<file path="src/rtl/delay_line_param_pkg.sv">
// Shared EMD signal-path definitions: default widths/delays and the delay clamp.
package delay_line_param_pkg;

    localparam int EMD_DATA_W    = 16;
    localparam int EMD_DEF_DLY   = 120;
    localparam int EMD_MAX_DEPTH = 128;

    // A requested delay of 0 is treated as 1; anything beyond the buffer saturates.
    function automatic int unsigned clamp_dly(input int unsigned len, input int unsigned max_depth);
        int unsigned res;
        if (len == 32'd0) begin
            res = 32'd1;
        end else if (len > max_depth) begin
            res = max_depth;
        end else begin
            res = len;
        end
        return res;
    endfunction

endpackage

</file>
<file path="src/rtl/delay_line_param_ram.sv">
// Simple dual-port sample RAM: one write port, one registered read port, read-before-write.
module delay_ram #(
    parameter int DATA_W = 16,
    parameter int DEPTH  = 128,
    parameter int AW     = $clog2(DEPTH)
) (
    input  logic              clk,
    input  logic              wr_en,
    input  logic [AW-1:0]     wr_addr,
    input  logic [DATA_W-1:0] wr_data,
    input  logic              rd_en,
    input  logic [AW-1:0]     rd_addr,
    output logic [DATA_W-1:0] rd_data
);

    logic [DATA_W-1:0] mem_r [DEPTH];

    // Write port.
    always_ff @(posedge clk) begin
        if (wr_en) begin
            mem_r[wr_addr] <= wr_data;
        end
    end

    // Registered read port; a same-address write lands after this read.
    always_ff @(posedge clk) begin
        if (rd_en) begin
            rd_data <= mem_r[rd_addr];
        end
    end

endmodule

</file>
<file path="src/rtl/delay_line_param.sv">
// Runtime-programmable sample delay line on a circular buffer, zero-gated until primed.
module delay_line_param
    import delay_line_param_pkg::*;
#(
    parameter int DATA_W    = EMD_DATA_W,
    parameter int MAX_DEPTH = EMD_MAX_DEPTH,
    parameter int DEF_DLY   = EMD_DEF_DLY,
    parameter int CNT_W     = $clog2(MAX_DEPTH + 1)
) (
    input  logic              CLK,
    input  logic              RST,
    input  logic [DATA_W-1:0] Xin,
    input  logic              Xin_VALID,
    input  logic [CNT_W-1:0]  DLY_LEN,
    input  logic              DLY_LOAD,
    output logic [DATA_W-1:0] Xout,
    output logic              Xout_VALID,
    output logic              PRIMED,
    output logic [CNT_W-1:0]  DLY_CUR
);

    localparam int AW = $clog2(MAX_DEPTH);
    localparam logic [CNT_W:0] DEPTH_EXT = (CNT_W + 1)'(MAX_DEPTH);
    localparam logic [AW-1:0]  LAST_PTR  = AW'(MAX_DEPTH - 1);

    logic [AW-1:0]     wr_ptr_r;
    logic [CNT_W-1:0]  fill_cnt_r;
    logic [CNT_W-1:0]  dly_cur_r;
    logic              primed_r;
    logic              gate_r;
    logic              xout_valid_r;
    logic [DATA_W-1:0] rd_data_s;

    logic [CNT_W-1:0]  d_eff_s;
    logic [CNT_W-1:0]  fill_eff_s;
    logic [CNT_W-1:0]  fill_next_s;
    logic              gate_s;
    logic [CNT_W:0]    wr_ext_s;
    logic [CNT_W:0]    d_ext_s;
    logic [CNT_W:0]    rd_ext_s;
    logic [AW-1:0]     rd_addr_s;
    logic [AW-1:0]     wr_ptr_next_s;
    logic              ram_en_s;

    // A load takes effect on the same cycle's sample, with the fill count restarted.
    always_comb begin
        d_eff_s    = dly_cur_r;
        fill_eff_s = fill_cnt_r;
        if (DLY_LOAD) begin
            d_eff_s    = CNT_W'(clamp_dly(32'(DLY_LEN), 32'(MAX_DEPTH)));
            fill_eff_s = '0;
        end else begin
            d_eff_s    = dly_cur_r;
            fill_eff_s = fill_cnt_r;
        end

        gate_s = (fill_eff_s >= d_eff_s);
        if (gate_s) begin
            fill_next_s = d_eff_s;
        end else begin
            fill_next_s = fill_eff_s + CNT_W'(1'b1);
        end

        wr_ext_s = (CNT_W + 1)'(wr_ptr_r);
        d_ext_s  = (CNT_W + 1)'(d_eff_s);
        if (wr_ext_s >= d_ext_s) begin
            rd_ext_s = wr_ext_s - d_ext_s;
        end else begin
            rd_ext_s = wr_ext_s + DEPTH_EXT - d_ext_s;
        end
        rd_addr_s = AW'(rd_ext_s);

        if (wr_ptr_r == LAST_PTR) begin
            wr_ptr_next_s = '0;
        end else begin
            wr_ptr_next_s = wr_ptr_r + AW'(1'b1);
        end

        ram_en_s = Xin_VALID && !RST;
    end

    delay_ram #(
        .DATA_W (DATA_W),
        .DEPTH  (MAX_DEPTH),
        .AW     (AW)
    ) u_ram (
        .clk     (CLK),
        .wr_en   (ram_en_s),
        .wr_addr (wr_ptr_r),
        .wr_data (Xin),
        .rd_en   (ram_en_s),
        .rd_addr (rd_addr_s),
        .rd_data (rd_data_s)
    );

    // Pointer, fill counter, delay register and output gating state.
    always_ff @(posedge CLK) begin
        if (RST) begin
            wr_ptr_r     <= '0;
            fill_cnt_r   <= '0;
            dly_cur_r    <= CNT_W'(DEF_DLY);
            primed_r     <= 1'b0;
            gate_r       <= 1'b0;
            xout_valid_r <= 1'b0;
        end else begin
            xout_valid_r <= Xin_VALID;
            if (DLY_LOAD) begin
                dly_cur_r <= d_eff_s;
            end
            if (Xin_VALID) begin
                wr_ptr_r   <= wr_ptr_next_s;
                fill_cnt_r <= fill_next_s;
                primed_r   <= gate_s;
                gate_r     <= gate_s;
            end else if (DLY_LOAD) begin
                fill_cnt_r <= '0;
                primed_r   <= 1'b0;
            end
        end
    end

    // gate_r only changes with the RAM read register, so Xout holds across idle cycles.
    always_comb begin
        if (gate_r) begin
            Xout = rd_data_s;
        end else begin
            Xout = '0;
        end
    end

    assign Xout_VALID = xout_valid_r;
    assign PRIMED     = primed_r;
    assign DLY_CUR    = dly_cur_r;

endmodule

</file>
<file path="config.mk">
export PLATFORM = sky130hd
export DESIGN_NAME = delay_line_param
export DESIGN_NICKNAME = d
export VERILOG_FILES = /design/src/rtl/delay_line_param_pkg.sv /design/src/rtl/delay_line_param_ram.sv /design/src/rtl/delay_line_param.sv
export SDC_FILE = /design/constraint.sdc
export NUM_CORES = 2
export LEC_CHECK = 0
export BUFFER_PORTS_ARGS = -buffer_cell sky130_fd_sc_hd__clkbuf_2
export CAP_MARGIN = 20
export CORE_ASPECT_RATIO = 0.8
export CORE_MARGIN = 4
export CORE_UTILIZATION = 68
export CTS_CLUSTER_SIZE = 16
export DETAILED_ROUTE_END_ITERATION = 10
export PLACE_DENSITY_LB_ADDON = 0.08
export SLEW_MARGIN = 10
export SYNTH_ARGS = -nofsm -noshare
export SYNTH_HDL_FRONTEND = slang
export SYNTH_HIERARCHICAL = 1
export SYNTH_SLANG_ARGS = --single-unit
</file>
<file path="constraint.sdc">
create_clock -name CLK -period 8.1 [get_ports CLK]
set_input_delay 1.62 -clock CLK [delete_from_list [all_inputs] [get_ports CLK]]
set_output_delay 1.62 -clock CLK [all_outputs]
set_load 0.005 [all_outputs]
</file>
## Yosys cells after proc, flatten, opt, wreduce, memory -nomap -nowiden

Memory sizes are Yosys's and may differ from the RTL's. A register that Yosys moved wholly into a read port is not among the register bits.
Cells that the tools add are included.
W data, S select, Z words.

- Shifts and indexed selects: 0
- Equal/unequal tests: 1
- Multiply operators: 0
- Divide/modulo/power cells: 0
- Muxes and demuxes: 13
- Magnitude comparators: 3
- Bitwise logic cells: 0
- Reductions and logical operators: 4
- Add/sub/neg operators: 5

Operator list:

| kind | count |
|---|---|
| $mux W8 | 6 |
| $mux W16 | 1 |
| $add A7 B1 Y7 const B | 2 |
| $mux W7 | 2 |
| $sub A7 B7 Y7 | 2 |
| $add A8 B1 Y8 const B | 1 |
| $ge A7 B8 Y1 | 1 |
| $ge A8 B8 Y1 | 1 |
| $gt A8 B8 Y1 const B | 1 |
| $logic_not A8 Y1 | 1 |
| $eq A7 B7 Y1 const B | 1 |
| $mux W1 | 4 |
| $reduce_bool A2 Y1 | 1 |
| $logic_and A1 B1 Y1 | 1 |
| $logic_not A1 Y1 | 1 |

- Memories kept: 1
- RAM bits: 2048
- Output and inout bits: 26
- Latch bits: 0
- Word-level logic and storage cells: 33
- Bits of input ports: 28
- Memory bits (read-only): 0
- Bits in registers: 26

Memory list:

| name | depth | width | rd ports | clocked after Yosys merged registers in | wr ports | RTL line | text |
|---|---|---|---|---|---|---|---|
| u_ram.mem_r | 128 | 16 | 1 | 1 | 1 | delay_line_param_ram.sv:16 | `logic [DATA_W-1:0] mem_r [DEPTH];` |

## Depth between registers and ports, before layout

- Word-level depth: 7
- Depth in mapped cells: 15
- Gate-level depth less buffers: 14

## By module

Netlist, hierarchy kept.

Modules (own cells, without submodules):

| module | cells each | seq. area each (sq um) | times used | area each (sq um) |
|---|---|---|---|---|
| delay_ram | 3086 | 61979.4 | 1 | 78683.0 |
| delay_line_param | 218 | 520.5 | 1 | 1805.5 |

## Least setup slack after synthesis

Ideal clock, no wire load.

- Kind: input to register
- Start point: input DLY_LEN[7]
- End point: register u_ram.rd_data[0], read port of u_ram.mem_r, data pin
- Arrival: 5193 ps
- Setup time: 260 ps
- Required time: 7840 ps
- Setup slack: 2647 ps
- Stages on the path: 14
- Cell sequence: and2b_4 -> inv_2 -> a2bb2oi_2 -> inv_2 -> ha_1 -> fa_1 -> xnor2_1 -> clkbuf_1 -> clkbuf_1 -> buf_1 -> mux4_2 -> mux4_2 -> mux4_2 -> mux2_2

- Word-level cells in the longest chain between the ends: 6
- Elaborated cells on any way between the ends: 9

RTL lines:

| item | RTL line | text |
|---|---|---|
| start, declared | delay_line_param.sv:14 | `input logic [CNT_W-1:0] DLY_LEN,` |
| $gt A8 B8 Y1 | delay_line_param_pkg.sv:13 | `end else if (len > max_depth) begin` |
| $mux W8 | delay_line_param_pkg.sv:13 |  |
| $mux W8 * | delay_line_param_pkg.sv:11 | `if (len == 32'd0) begin` |
| $mux W8 * | delay_line_param.sv:49 | `if (DLY_LOAD) begin` |
| $sub A7 B7 Y7 (tied with other cells) | delay_line_param.sv:69 | `rd_ext_s = wr_ext_s + DEPTH_EXT - d_ext_s;` |
| $mux W7 * | delay_line_param.sv:66 | `if (wr_ext_s >= d_ext_s) begin` |
| via rd_ext_s[2] | delay_line_param.sv:40 | `logic [CNT_W:0] rd_ext_s;` |
| end, declared | delay_line_param_ram.sv:13 | `output logic [DATA_W-1:0] rd_data` |

The timed path passes the listed nets; every way through them passes the cells marked *.
A chain may end at the register's enable or synchronous reset.

## Worst setup path in the final report

- Start point: input DLY_LOAD
- End point: register u_ram.rd_data[12], read port of u_ram.mem_r, data pin

- Word-level cells in the longest chain between the ends: 3
- Elaborated cells on any way between the ends: 5

RTL lines:

| item | RTL line | text |
|---|---|---|
| start, declared | delay_line_param.sv:15 | `input logic DLY_LOAD,` |
| $mux W8 * | delay_line_param.sv:49 |  |
| via d_eff_s[1] | delay_line_param.sv:34 | `logic [CNT_W-1:0] d_eff_s;` |
| $sub A7 B7 Y7 (tied with other cells) | delay_line_param.sv:69 |  |
| $mux W7 * | delay_line_param.sv:66 |  |
| via rd_ext_s[2] | delay_line_param.sv:40 |  |

Marks and branches as above.

==> impl_metrics.toml <==
[pwr]
p_leak_nw = 27.9
p_per_area_nw_per_um2 = 262
finalPower_mw = 23.6
ir_drop_v = 0.000235

[job]
drv_cap = 0

[die]
die_h_um = 316
core_um2 = 117000
dieArea_um2 = 124000
dieWidth_um = 393
row_count = 112
ioPinCount = 54
initial_core_util_pct = 68.8

[place]
gp_congestion = 0.847
hpwl_mm = 111
io_buffers = 53
dpl-instance-area_um2 = 83800

[critical_path]
critPathLaunchType = "primary input"
critPathMaxFanout = 35
cp_data_required_time_ns = 8.65
cp-end-kind = "flip-flop"
arrival_ns = 6.68
path_class = "primary input to flip-flop"

[route]
num_vias = 38400
viasPerCell = 7.28
wl_mm = 204
drc_errors = 0
drtPass1Iterations = 5
antenna_left = 0
wl_per_cell_um = 38.7
drt_iter0_drc = 6211

[grt]
grt_pass1_vias = 39500
grt.overflow.total = 0
grt_max_degree = 129
track_usage_pct = 34.4
antenna_found_initial = 12
grt_pass1_wl_mm = 293

[synth]
synth_compound_area_share_pct = 0.386
avgSynthCellArea_um2 = 24.4
async_flop_share_pct = 0
synth_cells = 3304
synth_mux_area_share_pct = 19.1
yosys.area_share.simple_pct = 1.48
synth_top_area_share_pct = 77.0
yosysSeqAreaShare_pct = 77.7
synth_nets = 3348
synthAdderAreaFrac_pct = 0.258
ys_ff_latch = 2090
synth_xor_area_share_pct = 0.120
synthTopCellsByArea = "edfxtp_1 77%, mux4_2 19%, nor2_1 0.68%, dfxtp_1 0.65%, clkbuf_1 0.42%"
synth_edf_count = 2064
synth_top_family_by_area = "multiplexers"
synth_cell_types = 47
synth_ff_type = "edfxtp_1"
syn_area_um2 = 80500
ys.warnings.count = 6
yosysTopAreaCell = "edfxtp_1"

[timing]
min_period_over_period_pct = 75.6
relSlewSlack_pct = 24.8
slew_violations = 0
tightest_slew_ns = 1.12
rsz0062_at_grt = "false"
min_period_ns = 6.12
setup_viol = 0
tns_ns = 0
fmax_mhz = 163
fin_skew_ns = 0.0230
hold_viol_final = 0

[cts]
clkTransAtPathRegs_ns = 0.06
clockRootBuffer = "clkbuf_16"
clock-sinks = 2090
clk_latency_ns = 0.81
hold_buffers = 0
cts_buffers = 188
cts_resized = 0
post_cts_buffers = 0
cts.htree.levels = 4
cts_tree = "done"
cts_buffer_depth = 3

[finish]
syn2layout_area_growth_pct = 11.6
final_nets = 3622
drive_above_1_share_pct = 33.1
design_area_um2 = 89800

[worst_hold_path]
hp-class = "flip-flop to flip-flop"

[outcome]
status = "completed"
## per-stage QoR
stage / hold WS, ns / util, % / cells / setup slack [ns]
after floorplan: 0.453 / - / 3304 / 2.65
after global placement: 0.450 / 71.6 / 4926 / 1.37
after detailed placement: 0.481 / 71.6 / 4926 / 1.30
after CTS: 0.489 / 76.7 / 5266 / 2.10
after global routing: 0.502 / 76.8 / 5267 / 1.86
final: 0.480 / 76.8 / 5272 / 1.98
## layout make-up
cell class	count	area [µm²]
timing repair buffer	258	2010
multi-input combinational	1024	17300
tap	1539	1930
inverter	16	75.1
fill	5674	27200
sequential	2090	62500
clock buffer	235	5050
antenna	5	12.5
clock inverter	105	950
## state kept, by name (all words and copies together), names as in the netlist
register / flops
fill_cnt_r: 8
gate_r: 1
u_ram/rd_data: 16
Xout_VALID: 1
DLY_CUR: 8
PRIMED: 1
u_ram/mem_r: 2048
wr_ptr_r: 7
## worst paths after layout
check | startpoint | endpoint | slack [ns] | depth (start not counted)
max | DLY_LOAD | u_ram/rd_data[12] | 1.98 | 12
min | PRIMED | PRIMED | 0.48 | 2
max reg2reg | wr_ptr_r[1] | u_ram/rd_data[12] | 2.74 | 9
min reg2reg | PRIMED | PRIMED | 0.48 | 2
## critical path, cell delays in order
cell      delay (ns)
clkbuf_2        0.25
inv_1           0.26
a21oi_1         0.39
inv_1           0.15
fa_1            0.47
xnor2_2         0.74
buf_4           0.59
buf_4           0.39
mux4_2          0.39
mux4_2          0.59
mux4_2          0.51
mux2_2          0.27
## synth_stat cells (5+ instances only)
master / count
a21oi_1: 11
a31oi_1: 6
and2_1: 16
buf_1: 28
buf_2: 53
clkbuf_1: 90
dfxtp_1: 26
edfxtp_1: 2064
ha_1: 15
inv_1: 14
mux2_2: 17
mux2i_1: 5
mux4_2: 672
nand2_1: 27
nand2b_1: 8
nand3_1: 14
nand4_1: 8
nor2_1: 146
nor2b_1: 14
nor3_1: 10
o21ai_0: 5
or3_1: 5
xnor2_1: 5
xor2_1: 6
## routing by layer
metal  routed length [µm]  GRT usage, %
met1                70100          49.0
met2                96700          52.1
met3                27600          9.62
met4                 9590          14.0
met5                   62             0
## cell families after synthesis
group | Yosys count
AO/OA/AOI/OAI | 41
XOR/XNOR | 11
adder cells (fa/ha/maj) | 16
buffers and inverters | 190
flip-flops | 2090
multiplexers | 695
AND/OR/NAND/NOR | 261
## report_power, final
group	switching, mW	total [mW]	internal (mW)
sequential	0.0238	11.9	11.9
combinational	1.62	2.85	1.23
clock	3.83	8.78	4.94
## placed cells by master (no fill, tap or decap), types with 12 or more instances in the layout
master     netlist  layout
nand2_1         27      27
nor2_1         146     146
clkinv_1         0      40
nand3_1         14      14
clkbuf_16        0     195
bufinv_16        0      17
ha_1            15      15
mux4_2         672     672
mux2_2          17      17
nor2b_1         14      13
clkbuf_2         0      37
inv_1           14      12
edfxtp_1      2064    2064
dfxtp_1         26      26
and2_1          16      16
clkbuf_1        90      38
buf_12           0      13
buf_4            1     207
clkinv_2         0      38
No activity file was read; power rests on OpenSTA's default activity.
